$ cat config.mk
export PLATFORM = sky130hd
export DESIGN_NAME = weight_skew_feeder
export DESIGN_NICKNAME = d
export VERILOG_FILES = /design/src/rtl/weight_skew_feeder_pkg.sv /design/src/rtl/weight_skew_feeder_skew_delay_line.sv /design/src/rtl/weight_skew_feeder.sv
export SDC_FILE = /design/constraint.sdc
export NUM_CORES = 1
export LEC_CHECK = 0
export BUFFER_PORTS_ARGS = -buffer_cell sky130_fd_sc_hd__buf_2
export CAP_MARGIN = 20
export CORE_MARGIN = 2
export CORE_UTILIZATION = 39
export CTS_CLUSTER_DIAMETER = 120
export DETAILED_ROUTE_END_ITERATION = 10
export GPL_ROUTABILITY_DRIVEN = 0
export PLACE_DENSITY = 0.63
export SYNTH_ARGS = -nofsm -noshare
export SYNTH_HDL_FRONTEND = slang
export SYNTH_HIERARCHICAL = 1
export SYNTH_SLANG_ARGS = --single-unit
$ cat constraint.sdc
create_clock -name clk -period 7 [get_ports clk]
set_clock_uncertainty 0.2 [all_clocks]
set_input_delay 1.4 -clock clk [delete_from_list [all_inputs] [get_ports clk]]
set_output_delay 1.4 -clock clk [all_outputs]
set_load 0.05 [all_outputs]
$ cat src/rtl/weight_skew_feeder_pkg.sv
// weight_skew_feeder_pkg: shared sizing defaults, FSM encoding and lane slicing
// for the skewed weight feeder.
package weight_skew_feeder_pkg;
    localparam int WSF_DW         = 16;
    localparam int WSF_NUM_BRAMS  = 16;
    localparam int WSF_ADDR_WIDTH = 11;
    localparam int WSF_RD_LATENCY = 2;

    typedef enum logic [2:0] {
        IDLE   = 3'd0,
        LAUNCH = 3'd1,
        WAIT   = 3'd2,
        FILL   = 3'd3,
        DRAIN  = 3'd4,
        DONE   = 3'd5
    } state_t;

    function automatic logic [WSF_DW-1:0] lane(input logic [WSF_NUM_BRAMS*WSF_DW-1:0] flat, input int k);
        return flat[k*WSF_DW +: WSF_DW];
    endfunction
endpackage

$ cat src/rtl/weight_skew_feeder_skew_delay_line.sv
// skew_delay_line: DELAY-stage register chain with a parallel valid bit;
// DELAY=0 passes the input straight through.
module skew_delay_line #(
    parameter int DW    = 16,
    parameter int DELAY = 0
) (
    input  logic          clk,
    input  logic          rst_n,
    input  logic [DW-1:0] d,
    input  logic          v,
    output logic [DW-1:0] q,
    output logic          qv
);
    if (DELAY == 0) begin : g_pass
        logic unused_clk;
        assign unused_clk = &{1'b0, clk, rst_n};
        assign q  = d;
        assign qv = v;
    end else begin : g_chain
        logic [DELAY-1:0][DW-1:0] data;
        logic [DELAY-1:0]         valid;
        always_ff @(posedge clk or negedge rst_n) begin
            if (!rst_n) begin
                data  <= '0;
                valid <= '0;
            end else begin
                data[0]  <= d;
                valid[0] <= v;
                for (int i = 1; i < DELAY; i++) begin
                    data[i]  <= data[i-1];
                    valid[i] <= valid[i-1];
                end
            end
        end
        assign q  = data[DELAY-1];
        assign qv = valid[DELAY-1];
    end
endmodule

$ cat src/rtl/weight_skew_feeder.sv
// weight_skew_feeder: launches one BRAM transpose burst, captures its words and
// emits them diagonally skewed (lane k delayed k cycles) to the PE array.
module weight_skew_feeder
    import weight_skew_feeder_pkg::*;
#(
    parameter int DW         = WSF_DW,
    parameter int NUM_BRAMS  = WSF_NUM_BRAMS,
    parameter int ADDR_WIDTH = WSF_ADDR_WIDTH,
    parameter int RD_LATENCY = WSF_RD_LATENCY
) (
    input  logic                    clk,
    input  logic                    rst_n,
    input  logic                    start,
    input  logic [ADDR_WIDTH-1:0]   addr_start,
    input  logic [ADDR_WIDTH-1:0]   addr_end,
    output logic                    trans_start,
    output logic [ADDR_WIDTH-1:0]   trans_addr_start,
    output logic [ADDR_WIDTH-1:0]   trans_addr_end,
    input  logic                    trans_done,
    input  logic [NUM_BRAMS*DW-1:0] weight_in_flat,
    output logic [NUM_BRAMS*DW-1:0] skew_out_flat,
    output logic [NUM_BRAMS-1:0]    skew_valid,
    output logic                    busy,
    output logic                    done,
    output logic                    err
);
    localparam int CW  = ADDR_WIDTH + 1;
    localparam int LW  = $clog2(RD_LATENCY + 1);
    localparam int DCW = $clog2(NUM_BRAMS + 1);

    state_t                  state, state_nx;
    logic [CW-1:0]           n_words, wcnt;
    logic [LW-1:0]           lat;
    logic [DCW-1:0]          dcnt;
    logic                    seen, cap, last, bad;
    logic [NUM_BRAMS*DW-1:0] st0_data;
    logic                    st0_valid;

    // The word present in the WAIT cycle whose latency count hits 0 is word 0.
    assign cap         = (state == WAIT && lat == '0) || state == FILL;
    assign last        = cap && wcnt == n_words - 1'b1;
    assign bad         = trans_addr_end < trans_addr_start;
    assign trans_start = state == LAUNCH && !bad;
    assign busy        = state != IDLE;
    assign done        = state == DONE;

    always_comb begin
        state_nx = state;
        case (state)
            IDLE:    state_nx = start ? LAUNCH : IDLE;
            LAUNCH:  state_nx = bad ? DONE : WAIT;
            WAIT:    state_nx = lat != '0 ? WAIT : last ? DRAIN : FILL;
            FILL:    state_nx = last ? DRAIN : FILL;
            DRAIN:   state_nx = dcnt == '0 ? DONE : DRAIN;
            DONE:    state_nx = IDLE;
            default: state_nx = IDLE;
        endcase
    end

    always_ff @(posedge clk or negedge rst_n) begin
        if (!rst_n) begin
            state            <= IDLE;
            trans_addr_start <= '0;
            trans_addr_end   <= '0;
            n_words          <= '0;
            wcnt             <= '0;
            lat              <= '0;
            dcnt             <= '0;
            seen             <= 1'b0;
            err              <= 1'b0;
            st0_data         <= '0;
            st0_valid        <= 1'b0;
        end else begin
            state     <= state_nx;
            lat       <= state == WAIT ? lat - 1'b1 : LW'(RD_LATENCY - 1);
            dcnt      <= state == DRAIN ? dcnt - 1'b1 : DCW'(NUM_BRAMS - 1);
            wcnt      <= state == IDLE ? '0 : wcnt + CW'(cap);
            seen      <= state == IDLE ? 1'b0 : seen | trans_done;
            st0_data  <= cap ? weight_in_flat : '0;
            st0_valid <= cap;
            if (state == IDLE && start) begin
                trans_addr_start <= addr_start;
                trans_addr_end   <= addr_end;
                n_words          <= {1'b0, addr_end} - {1'b0, addr_start} + 1'b1;
                err              <= 1'b0;
            end else if ((state == LAUNCH && bad) ||
                         (state == FILL && trans_done && wcnt < n_words - 1'b1) ||
                         (state == DRAIN && dcnt == '0 && !seen && !trans_done)) begin
                err <= 1'b1;
            end
        end
    end

    for (genvar k = 0; k < NUM_BRAMS; k++) begin : g_lane
        skew_delay_line #(.DW(DW), .DELAY(k)) u_line (
            .clk   (clk),
            .rst_n (rst_n),
            .d     (st0_data[k*DW +: DW]),
            .v     (st0_valid),
            .q     (skew_out_flat[k*DW +: DW]),
            .qv    (skew_valid[k])
        );
    end
endmodule

After elaboration in Yosys (flattened, before gate mapping)
Cells that the tools add are included.

storage, ports and cells
  register bits = 2355
  input bits = 282
  output and inout bits = 298
  word-level logic and storage cells = 196

operators by class
  $add $sub $neg = 6
  magnitude comparators = 2
  equality and inequality tests = 6
  muxes and demuxes = 13
  bitwise gates (word level) = 1
  reductions and logical operators = 22

operators by type and width
  cell                     count
  $mux W256                1
  $pmux W3 S5              1
  $add A12 B1 Y12          1
  $add A12 B1 Y12 const B  1
  $eq A12 B12 Y1           1
  $lt A12 B12 Y1           1
  $mux W12                 1
  $sub A11 B11 Y12         1
  $sub A12 B1 Y12 const B  1
  $lt A11 B11 Y1           1
  $logic_and A1 B1 Y1      10
  $mux W3                  3
  $eq A3 B2 Y1 const B     2
  $eq A3 B3 Y1 const B     2
  $logic_not A5 Y1         1
  $mux W1                  5
  $mux W5                  1
  $sub A5 B1 Y5 const B    1
  $reduce_bool A2 Y1       2
  $eq A3 B1 Y1 const B     1
  $logic_not A1 Y1         3
  $logic_not A3 Y1         1
  $logic_or A1 B1 Y1       3
  $reduce_bool A3 Y1       1
  4 further kinds          4

Longest topological paths before layout
Gate-level depths: netlist (run 1).

  word-level depth = 7
  mapped depth = 12

Hierarchy
Netlist (run 1), hierarchy kept.

modules (own cells, without submodules)
  module                                instances  cells an instance  area each (um2)  sequential area each (um2)
  weight_skew_feeder                    1          936                11766.3          7882.6
  skew_delay_line at g_lane[15].u_line  1          271                6501.2           6381.1
  skew_delay_line at g_lane[14].u_line  1          254                6075.8           5955.7
  skew_delay_line at g_lane[13].u_line  1          237                5650.4           5530.3
  skew_delay_line at g_lane[12].u_line  1          220                5225.0           5104.9
  skew_delay_line at g_lane[11].u_line  1          203                4799.6           4679.5
  skew_delay_line at g_lane[10].u_line  1          186                4374.2           4254.1
  skew_delay_line at g_lane[9].u_line   1          169                3948.8           3828.7
  skew_delay_line at g_lane[8].u_line   1          152                3523.4           3403.3
  skew_delay_line at g_lane[7].u_line   1          135                3098.0           2977.9
  skew_delay_line at g_lane[6].u_line   1          118                2672.6           2552.4
  skew_delay_line at g_lane[5].u_line   1          101                2247.2           2127.0
  skew_delay_line at g_lane[4].u_line   1          84                 1821.7           1701.6
  skew_delay_line at g_lane[3].u_line   1          67                 1396.3           1276.2
  +3 rows                               --         --                 --               --

Worst setup path after synthesis (run 1)
Ideal clock, no wire load.

  path type = register to output
  start = reg trans_addr_start[6]
  end = out trans_start
  arrival time = 3.050 ns
  required time = 5.400 ns
  setup slack = 2.350 ns
  cell stages (with the launch flop) = 8
  cells stage by stage = dfrtp_1 inv_1 ha_1 nand2_1 o21ai_0 a21oi_1 o21ai_0 nor4bb_1

on the way
  cells in the longest elaborated chain, start to end = 3

RTL lines
  element                 RTL line                  source
  start, declared         weight_skew_feeder.sv:17  output logic [ADDR_WIDTH-1:0] trans_addr_start,
  start signal, assigned  weight_skew_feeder.sv:82  trans_addr_start <= addr_start;
  $lt A11 B11 Y1          weight_skew_feeder.sv:42  assign bad = trans_addr_end < trans_addr_start;
  $logic_not A1 Y1        weight_skew_feeder.sv:43  assign trans_start = state == LAUNCH && !bad;
  $logic_and A1 B1 Y1     weight_skew_feeder.sv:43
  end, declared           weight_skew_feeder.sv:16  output logic trans_start,

Every way passes these cells.

Worst setup path after layout (run 1)
  start = reg trans_addr_end[2]
  end = out trans_start

on the way
  cells in the longest elaborated chain, start to end = 3

RTL lines
  element                 RTL line                  source
  start, declared         weight_skew_feeder.sv:18  output logic [ADDR_WIDTH-1:0] trans_addr_end,
  start signal, assigned  weight_skew_feeder.sv:83  trans_addr_end <= addr_end;
  $lt A11 B11 Y1          weight_skew_feeder.sv:42
  $logic_not A1 Y1        weight_skew_feeder.sv:43
  $logic_and A1 B1 Y1     weight_skew_feeder.sv:43

Every way passes these cells.

==> metrics.yaml, run 1 <==
design_area_um2: 76500
ff2ff_path_depth: 10
hp-class: "reg2reg"
synth_edf_count: 0
drcViolationCount: 0
yosysUniqueCellTypes: 47
syn_nets: 3549
vdd_drop_max_mv: 0.305
worst_setup_path_start_kind: "flip-flop"
post_cts_resized: 0
ys_ff_latch: 2355
arrival_ns: 3.45
floorplan.initialDensity_pct: 39.2
layout_min_cycle_time_ns: 5.05
cts.path.max_buffers: 3
crit_chain: "ha_1 -> nand2_1 -> o21ai_0 -> a21oi_1 -> o21ai_0 -> nor4bb_1 -> buf_2"
p_per_area_nw_per_um2: 411
cap_violations: 0
fmax_mhz: 198
r2r-end: "err"
drive_gt1_share_pct: 25.1
area_growth_syn_to_layout_pct: 18.4
cp.required_ns: 5.40
die_area_um2: 169000
overflow: 0
wl_per_cell_um: 16.8
rrSetupSlack_ns: 4.04
grt_use_total_pct: 12.6
path_buf_inv: 1
die_x_um: 411
slew_violations: 0
clock_sinks: 2355
final_util_pct: 46.4
ys.flop_type: "dfrtp_1"
die_y_um: 411
grt_pass1_wl_um: 163000
whs_endpoint: "g_lane[11].u_line/g_chain.data[62]"
via_count: 25128
critPathKind: "reg2out"
regToRegStartpoint: "n_words[2]"
ys_seq_area_share_pct: 91.2
grt_max_degree: 208
crit_path_max_fanout: 3
drtPass1Iterations: 4
fin_crit_sh_pct: 72.2
cts.htree.levels: 4
root_buffer: "clkbuf_16"
setup_viol: 0
ant_nets: 0
status: "finished clean"
final_hold_viol_count: 0
pre_cts_ws_ns: 2.47
worst-slew-pin-transition_ns: 1.01
placed_area_um2: 68700
synthArstFlopShare_pct: 100
core_area_um2: 165000
holdPathStages: 0
io_pins: 580
ys_warn_count: 6
fin_ws_ns: 1.95
drt_iter0_markers: 1631
grt_setup_unrepaired: "false"
ctsHoldBuffers: 0
clk_latency_ns: 0.85
numCtsBuffers: 219
postSynthCellCount: 3217
layout.nets: 4104
crit_family: "compound AO/OA/AOI/OAI gates"
totalWireLength_um: 104000
grt_pass1_vias: 28106
place_hpwl_um: 59900
total_power_mw: 31.5
syn_area_um2: 64600
via_per_inst: 4.08
crit_slowest_cell: "o21ai_0"
cts_tree: "done"
slowest_delay_ns: 0.66
relSlewSlack_pct: 32.7
p_leak_nw: 41.0
worst_setup_path_end_kind: "output pin"
antenna_found_initial: 35
cts_setup_buffers: 0
path_common_cell: "o21ai_0"
fin_tns_setup_ns: 0
clk_pin_slew_worst_paths_ns: 0.06
num_rows: 149
min_from: "g_lane[11].u_line/g_chain.data[46]"
synth.avg_cell_area_um2: 20.1
port_buffers: 579
## layout by cell type, fill, tap and decap left out, types with 3 or more instances in the layout
| master | n |
|---|---|
| clkbuf_1 | 30 |
| or3_1 | 4 |
| clkinv_4 | 10 |
| clkinv_16 | 9 |
| nor4_1 | 3 |
| nor2b_1 | 5 |
| inv_6 | 5 |
| buf_12 | 13 |
| xnor2_1 | 12 |
| buf_2 | 578 |
| and2_1 | 259 |
| nor3_1 | 10 |
| and3_1 | 5 |
| clkinv_8 | 3 |
| buf_4 | 20 |
| o21a_1 | 5 |
| diode_2 | 14 |
| clkbuf_8 | 46 |
| a21o_1 | 7 |
| o21ai_0 | 27 |
| clkinvlp_4 | 6 |
| nand3_1 | 12 |
| ha_1 | 49 |
| xor2_1 | 12 |
| a211oi_1 | 5 |
| dfrtp_1 | 2355 |
| nand2_1 | 63 |
| inv_1 | 33 |
| nor2_1 | 26 |
| bufinv_16 | 25 |
| nand4_1 | 5 |
| clkbuf_16 | 219 |
| clkinv_2 | 49 |
| a21oi_1 | 11 |
## how the worst max path moves through the flow
stage,from,to,cells past startpoint
2_1_floorplan,trans_addr_start[6],trans_start,7
3_3_place_gp,trans_addr_start[2],trans_start,8
3_5_place_dp,trans_addr_end[2],trans_start,7
4_1_cts,trans_addr_end[2],trans_start,7
5_1_grt,trans_addr_start[2],trans_start,8
6_report,trans_addr_end[2],trans_start,7
## through the flow
step                cells  hold WS (ns)
finish               6158        0.0778
global route         6155        0.0904
CTS                  6143        0.0804
detailed placement   5739         0.135
global placement     5739         0.131
floorplan            3217         0.131
## final cells by class
class,count,area (um^2)
clock inverters,109,1530
clock buffers,295,6230
diodes,14,35.0
repair buffers,612,3330
inverters,33,124
fillers,13611,88300
multi-input cells,551,3610
flip-flops and latches,2355,58900
well taps,2189,2740
## logic make-up (layout without fill, tap and decap cells)
logic type / after synthesis / in the layout / synth area share (%)
muxes: 1 / 1 / 0.0155
and+or+nand+nor: 408 / 408 / 3.59
AOI/OAI and AO/OA: 68 / 68 / 0.670
buffers and inverters: 311 / 1049 / 3.23
DFF: 2355 / 2355 / 91.2
xor gates and xnor gates: 24 / 24 / 0.325
other: 0 / 14 / 0
adders and majority gates: 50 / 50 / 0.980
## metal layers
metal  wire length [um]  GRT usage, %  vias to the layer above
met3               5670          3.59                      309
met1              39900          15.3                    13235
met4               4940          6.68                       30
met2              52800          20.5                      609
met5                196             0                        -
li1                   -             -                    10945
## flip-flops by register name, summed over array words and instances (netlist names)
signal / count
lat: 2
st0_valid: 1
g_lane.u_line/g_chain.valid: 119
g_lane.u_line/g_chain.data: 1680
err: 1
trans_addr_end: 11
st0_data: 256
state: 3
seen: 1
n_words: 12
trans_addr_start: 11
g_lane.u_line/q: 240
wcnt: 12
g_lane.u_line/qv: 1
dcnt: 5
## synth_stat cells (all sizes together), types with 2 or more instances
master / instances / share of area [%]
or2: 2 / 0.019
buf: 246 / 2.8
nand3: 12 / 0.093
clkbuf: 32 / 0.19
or3: 5 / 0.050
a21oi: 11 / 0.085
o31a: 3 / 0.043
nor4: 3 / 0.029
xnor2: 12 / 0.16
nor2b: 5 / 0.048
o21a: 5 / 0.058
nand2b: 2 / 0.019
a211oi: 6 / 0.077
a21o: 7 / 0.081
nor3: 10 / 0.077
ha: 49 / 0.95
nand2: 64 / 0.38
nand4: 5 / 0.048
inv: 33 / 0.19
xor2: 12 / 0.16
o31ai: 2 / 0.023
and3: 5 / 0.048
and2: 259 / 2.5
nor2: 27 / 0.16
o21ai: 27 / 0.21
nor3b: 2 / 0.023
dfrtp: 2355 / 91
nand4b: 2 / 0.027
## power breakdown
part / switching [mW] / internal, mW
Combinational: 2.13 / 0.641
Clock: 5.07 / 7.22
Sequential: 0.695 / 15.7
Total: 7.89 / 23.6
Power figures use the tool's default switching activity.
==> inputs of run 2 (changes only) <==
--- a/config.mk
+++ b/config.mk
@@ -5,6 +5,7 @@
 export SDC_FILE = /design/constraint.sdc
 export NUM_CORES = 1
 export LEC_CHECK = 0
+export ABC_AREA = 1
 export BUFFER_PORTS_ARGS = -buffer_cell sky130_fd_sc_hd__buf_2
 export CAP_MARGIN = 20
 export CORE_MARGIN = 2
@@ -12,7 +13,7 @@
 export CTS_CLUSTER_DIAMETER = 120
 export DETAILED_ROUTE_END_ITERATION = 10
 export GPL_ROUTABILITY_DRIVEN = 0
-export PLACE_DENSITY = 0.63
+export PLACE_DENSITY = 0.65
 export SYNTH_ARGS = -nofsm -noshare
 export SYNTH_HDL_FRONTEND = slang
 export SYNTH_HIERARCHICAL = 1
==> constraint.sdc (replaced) <==
create_clock -name clk -period 4.4 [get_ports clk]
set_clock_uncertainty 0.2 [all_clocks]
set_input_delay 0.88 -clock clk [delete_from_list [all_inputs] [get_ports clk]]
set_output_delay 0.88 -clock clk [all_outputs]
set_load 0.05 [all_outputs]
==> run 2 against run 1 <==
  * Global-route usage up 0.80 points
  * Routed wire length is 11% higher
  * Synthesized area is 3.9% higher
  * Die area increased by 3.8%
  * Sequential share of layout area decreased by 4.1 points
  * Clock power up 59%
  * Critical path type unchanged
==> metrics.yaml, run 2 <==
fill_cells: 14027
holdPathStages: 3
netlist.area_leader.share_pct: 87.8
ant_nets: 0
final_common_cell: "dfrtp_1"
cts.htree.levels: 4
syn_area_um2: 67100
setup_viol: 0
multi_input_area_um2: 4570
synth.area.top_cells: "dfrtp_1 88%, nor2_4 3.4%, buf_4 2.7%, inv_1 1.9%, ha_1 0.91%"
grt_use_total_pct: 13.4
rrSetupSlack_ns: 1.61
cts_tree: "done"
p_leak_nw: 43.3
final.hold.worst_slack_ns: 0.0792
largest_register: "g_lane.u_line/g_chain.data"
ys_ff_latch: 2355
fmax_mhz: 275
slew_violations: 0
cts.path.max_buffers: 3
r2r-end: "state[1]"
fin_tns_setup_ns: 0
syn_nets: 3928
crit_path_max_fanout: 3
yosysUniqueCellTypes: 34
synthArstFlopShare_pct: 100
p_int_mw: 38.3
dp.cells: 6262
clk_latency_ns: 0.87
overflow: 0
num_rows: 152
critPathKind: "reg2out"
drive_gt1_share_pct: 26.7
postSynthCellCount: 3596
antenna_found_initial: 13
worst_setup_path_start_kind: "flip-flop"
comb_power_share_pct: 11.1
synth_edf_count: 0
total_power_mw: 52.2
final_hold_viol_count: 0
clk_pin_slew_worst_paths_ns: 0.07
regToRegStartpoint: "n_words[0]"
totalWireLength_um: 114000
power_switching_mw: 13.9
crit_chain: "inv_1 -> ha_1 -> nand2_1 -> nor2_1 -> and2_1 -> nand2_1 -> nand3_1 -> nand2_1 -> inv_1 -> buf_2"
path_common_cell: "nand2_1"
grt_max_degree: 137
worst-slew-pin-transition_ns: 0.862
wl_per_cell_um: 16.7
cp.required_ns: 3.32
cap_violations: 0
die_y_um: 419
synth_commonest_cells: "2355 x dfrtp_1, 338 x inv_1, 242 x buf_4"
grt_setup_unrepaired: "false"
core_area_um2: 171000
area_growth_syn_to_layout_pct: 20.4
synth_most_common_cell: "dfrtp_1"
p_per_area_nw_per_um2: 646
hp-class: "in2reg"
drcViolationCount: 0
slowest_delay_ns: 0.37
largest_reg_flops: 1680
numCtsBuffers: 218
place_hpwl_um: 69300
layout_min_cycle_time_ns: 3.64
io_pins: 580
final-seq-area_um2: 58900
worst_setup_path_end_kind: "output pin"
layout.nets: 4677
ys_seq_area_share_pct: 87.8
min_from: "weight_in_flat[88]"
fin_crit_sh_pct: 82.7
fin_cells: 6845
drt_iter0_markers: 1889
clock_sinks: 2355
relSlewSlack_pct: 42.5
path_buf_inv: 3
ctsHoldBuffers: 173
via_count: 27766
whs_endpoint: "st0_data[88]"
yosysTopAreaCell: "dfrtp_1"
root_buffer: "clkbuf_16"
grt_pass1_vias: 31050
die_area_um2: 175000
vdd_drop_max_mv: 0.382
floorplan.initialDensity_pct: 39.2
port_buffers: 579
status: "finished clean"
arrival_ns: 2.56
power_frac_clock_pct: 37.4
ys_warn_count: 6
grt_pass1_wl_um: 179000
synth.avg_cell_area_um2: 18.7
die_x_um: 419
drtPass1Iterations: 8
cts_setup_buffers: 0
p_sw_share_pct: 26.5
via_per_inst: 4.06
seqPwrFrac_pct: 51.5
crit_slowest_cell: "dfrtp_1"
layout_common_cells: "2355 x dfrtp_1, 578 x buf_2, 338 x inv_1"
crit_family: "simple AND/OR/NAND/NOR gates"
ff2ff_path_depth: 13
post_cts_resized: 0
ys.flop_type: "dfrtp_1"
[run 2: cell types whose count changed after synthesis, sizes merged, moves of 6 or more]
cell / previous run / this run
nor2: 27 / 306
nand2: 64 / 144
inv: 33 / 343
a211oi: 6 / 0
and2: 259 / 2
buf: 246 / 274
nand3: 12 / 32
xnor2: 12 / 5
a21oi: 11 / 19
clkbuf: 32 / 1
[run 2: worst register-to-register path: cells and delay by family (launching register included)]
kind                     cells  cell delay, ns
XOR/XNOR                     1            0.18
AND/OR/NAND/NOR              7            0.91
AO/OA/AOI/OAI                1            0.19
adder cells (fa/ha/maj)      2            0.57
buffers and inverters        2            0.26
flip-flops                   1            0.36
[run 2: how the worst max path moves through the flow]
stage | startpoint | to | slack, ns | depth (start not counted)
after floorplan | trans_addr_start[10] | trans_start | 1.51 | 9
after global placement | addr_start[1] | n_words[7] | 1.37 | 14
after detailed placement | addr_start[1] | n_words[7] | 1.37 | 14
after CTS | trans_addr_start[4] | trans_start | 0.68 | 10
after global routing | trans_addr_start[10] | trans_start | 0.55 | 10
final | trans_addr_start[4] | trans_start | 0.76 | 10
[run 2: routing by layer]
metal | global-route usage [%] | up-vias | share of wire [%]
li1 | - | 12118 | -
met1 | 16.0 | 14662 | 38
met2 | 22.4 | 664 | 52
met3 | 3.20 | 322 | 4.3
met4 | 7.52 | 0 | 5.6
met5 | 0 | - | 0
[run 2: cell type report]
class / instances / area share [%]
Tap cell: 2310 / 3.58
Multi-Input combinational cell: 623 / 5.65
Timing Repair Buffer: 804 / 6.68
Clock inverter: 97 / 1.81
Inverter: 343 / 1.62
Antenna cell: 11 / 0.0341
Clock buffer: 302 / 7.72
Sequential cell: 2355 / 72.9
[run 2: through the flow]
stage          setup slack, ns  cell area, um^2  utilization [%]
2_1_floorplan             1.51            67100                -
3_3_place_gp              1.37            71400             41.6
3_5_place_dp              1.37            71400             41.6
4_1_cts                  0.679            80800             47.2
5_1_grt                  0.549            80800             47.2
6_report                 0.759            80800             47.2
[run 2: power by group through the flow]
| stage | Clock [mW] | Sequential (mW) | Combinational [mW] |
|---|---|---|---|
| final | 19.5 | 26.9 | 5.79 |
| after global routing | 21.1 | 27.3 | 6.20 |
| after CTS | 20.1 | 27.0 | 5.87 |
| after detailed placement | 0 | 27.3 | 5.70 |
| after global placement | 0 | 27.1 | 5.63 |
| after floorplan | 0 | 27.3 | 4.02 |
[run 2: cells by family after synthesis]
logic type	Yosys count	share of synthesized area, %
adder cells (fa/ha/maj)	50	0.943
XOR/XNOR	13	0.170
buffers and inverters	618	5.41
AND/OR/NAND/NOR	504	5.25
AO/OA/AOI/OAI	56	0.445
flip-flops	2355	87.8
==> inputs of run 3 (changes only) <==
--- a/config.mk
+++ b/config.mk
@@ -13,7 +13,7 @@
 export CTS_CLUSTER_DIAMETER = 120
 export DETAILED_ROUTE_END_ITERATION = 10
 export GPL_ROUTABILITY_DRIVEN = 0
-export PLACE_DENSITY = 0.65
+export PLACE_DENSITY = 0.63
 export SYNTH_ARGS = -nofsm -noshare
 export SYNTH_HDL_FRONTEND = slang
 export SYNTH_HIERARCHICAL = 1
==> constraint.sdc (replaced) <==
create_clock -name clk -period 3.8 [get_ports clk]
set_clock_uncertainty 0.2 [all_clocks]
set_input_delay 0.76 -clock clk [delete_from_list [all_inputs] [get_ports clk]]
set_output_delay 0.76 -clock clk [all_outputs]
set_load 0.05 [all_outputs]
==> run 3 against run 2 <==
  * Setup slack worse by 0.51 ns
  * Register-to-register slack worse by 0.46 ns
  * Final area is 2.1% higher
  * Highest routed layer unchanged
==> metrics.yaml, run 3 (synthesis results as in run 2) <==
layout_min_cycle_time_ns: 3.55
p_leak_nw: 44.1
hp-class: "in2reg"
final_common_cell: "dfrtp_1"
clk_latency_ns: 0.84
largest_register: "g_lane.u_line/g_chain.data"
cap_violations: 0
port_buffers: 579
drive_gt1_share_pct: 26.8
worst-slew-pin-transition_ns: 0.815
num_rows: 152
antenna_found_initial: 13
via_count: 28016
grt_max_degree: 124
clk_pin_slew_worst_paths_ns: 0.06
clock_sinks: 2355
drt_iter0_markers: 1632
cp.required_ns: 2.84
critPathKind: "reg2out"
root_buffer: "clkbuf_16"
grt_setup_unrepaired: "false"
die_y_um: 419
vdd_drop_max_mv: 0.454
rrSetupSlack_ns: 1.15
grt_use_total_pct: 13.5
worst_setup_path_start_kind: "flip-flop"
r2r-end: "state[1]"
area_growth_syn_to_layout_pct: 22.9
min_from: "addr_end[2]"
io_pins: 580
ant_nets: 0
totalWireLength_um: 115000
fin_tns_setup_ns: 0
cts.htree.levels: 4
place_hpwl_um: 68900
regToRegStartpoint: "n_words[0]"
wl_per_cell_um: 16.4
arrival_ns: 2.59
cts.path.max_buffers: 3
crit_path_max_fanout: 3
slew_violations: 0
die_x_um: 419
drcViolationCount: 0
numCtsBuffers: 222
cts_tree: "done"
die_area_um2: 175000
floorplan.initialDensity_pct: 39.2
p_per_area_nw_per_um2: 742
final_hold_viol_count: 0
ff2ff_path_depth: 13
layout_common_cells: "2355 x dfrtp_1, 577 x buf_2, 338 x inv_1"
final.hold.worst_slack_ns: 0.0781
overflow: 0
relSlewSlack_pct: 45.7
fin_crit_sh_pct: 93.4
worst_setup_path_end_kind: "output pin"
layout.nets: 4821
via_per_inst: 4.00
status: "finished clean"
holdPathStages: 3
grt_pass1_wl_um: 180000
whs_endpoint: "trans_addr_end[2]"
largest_reg_flops: 1680
core_area_um2: 171000
drtPass1Iterations: 5
grt_pass1_vias: 31342
fmax_mhz: 282
setup_viol: 0
run 3: changes by cell type in the layout (fill, tap and decap cells not counted), moves of 2 or more:
cell,before,now
buf_4,23,56
clkinvlp_4,11,14
clkinv_2,38,35
buf_12,30,35
bufinv_16,25,31
clkbuf_16,218,222
dlygate4sd3_1,173,275
clkinv_4,3,5
run 3: final cells by class:
cell class              instances  area (um^2)
clock inverters               104         1650
fillers                     13922        88900
repair buffers                944         6770
flip-flops and latches       2355        58900
inverters                     343         1310
diodes                         12         30.0
well taps                    2310         2890
multi-input cells             623         4570
clock buffers                 307         6340
run 3: where the power goes:
group          leakage [nW]  switching [mW]  internal [mW]
combinational          7.86            5.27           1.66
clock                  3.88            9.40           13.9
sequential             32.3            1.42           29.6
total                  44.1            16.1           45.1
run 3: per-layer routing:
metal,part of all wire [%],GRT usage (%),vias to the layer above
met5,0,0,-
met4,5.0,7.38,0
met3,3.9,3.17,299
met2,54,23.0,601
met1,37,15.7,14688
li1,-,-,12428
run 3: stage by stage:
step	worst slack [ns]	area [um^2]	cells	util (%)	total power, mW
5_1_grt	0.0162	82500	6997	48.1	64.0
2_1_floorplan	1.03	67100	3596	-	36.3
6_report	0.253	82500	6998	48.1	61.2
3_5_place_dp	0.781	71700	6300	41.8	38.3
3_3_place_gp	0.752	71700	6300	41.8	38.0
4_1_cts	0.0812	82500	6986	48.1	62.1
run 3: how the worst max path moves through the flow:
stage,cells past startpoint,startpoint,endpoint,slack (ns)
2_1_floorplan,9,trans_addr_start[10],trans_start,1.03
3_3_place_gp,14,addr_start[1],n_words[9],0.75
3_5_place_dp,14,addr_start[1],n_words[7],0.78
4_1_cts,10,trans_addr_start[5],trans_start,0.08
5_1_grt,10,trans_addr_start[4],trans_start,0.02
6_report,10,trans_addr_start[4],trans_start,0.25
run 3: timing repair:
action                                  4_1_cts  5_1_grt
endpoints found under the hold margin       319        0
hold buffers                                275        0
buffers inserted                              0        0
endpoints found under the setup margin        0        1
gates resized for setup                       0        1
run 3: critical path: stages (launching register included):
cell	delay, ns
dfrtp_1	0.37
inv_1	0.06
ha_1	0.29
nand2_1	0.06
nor2_1	0.24
and2_1	0.17
nand2_1	0.06
nand3_1	0.09
nand2_1	0.09
inv_1	0.12
clkbuf_4	0.24
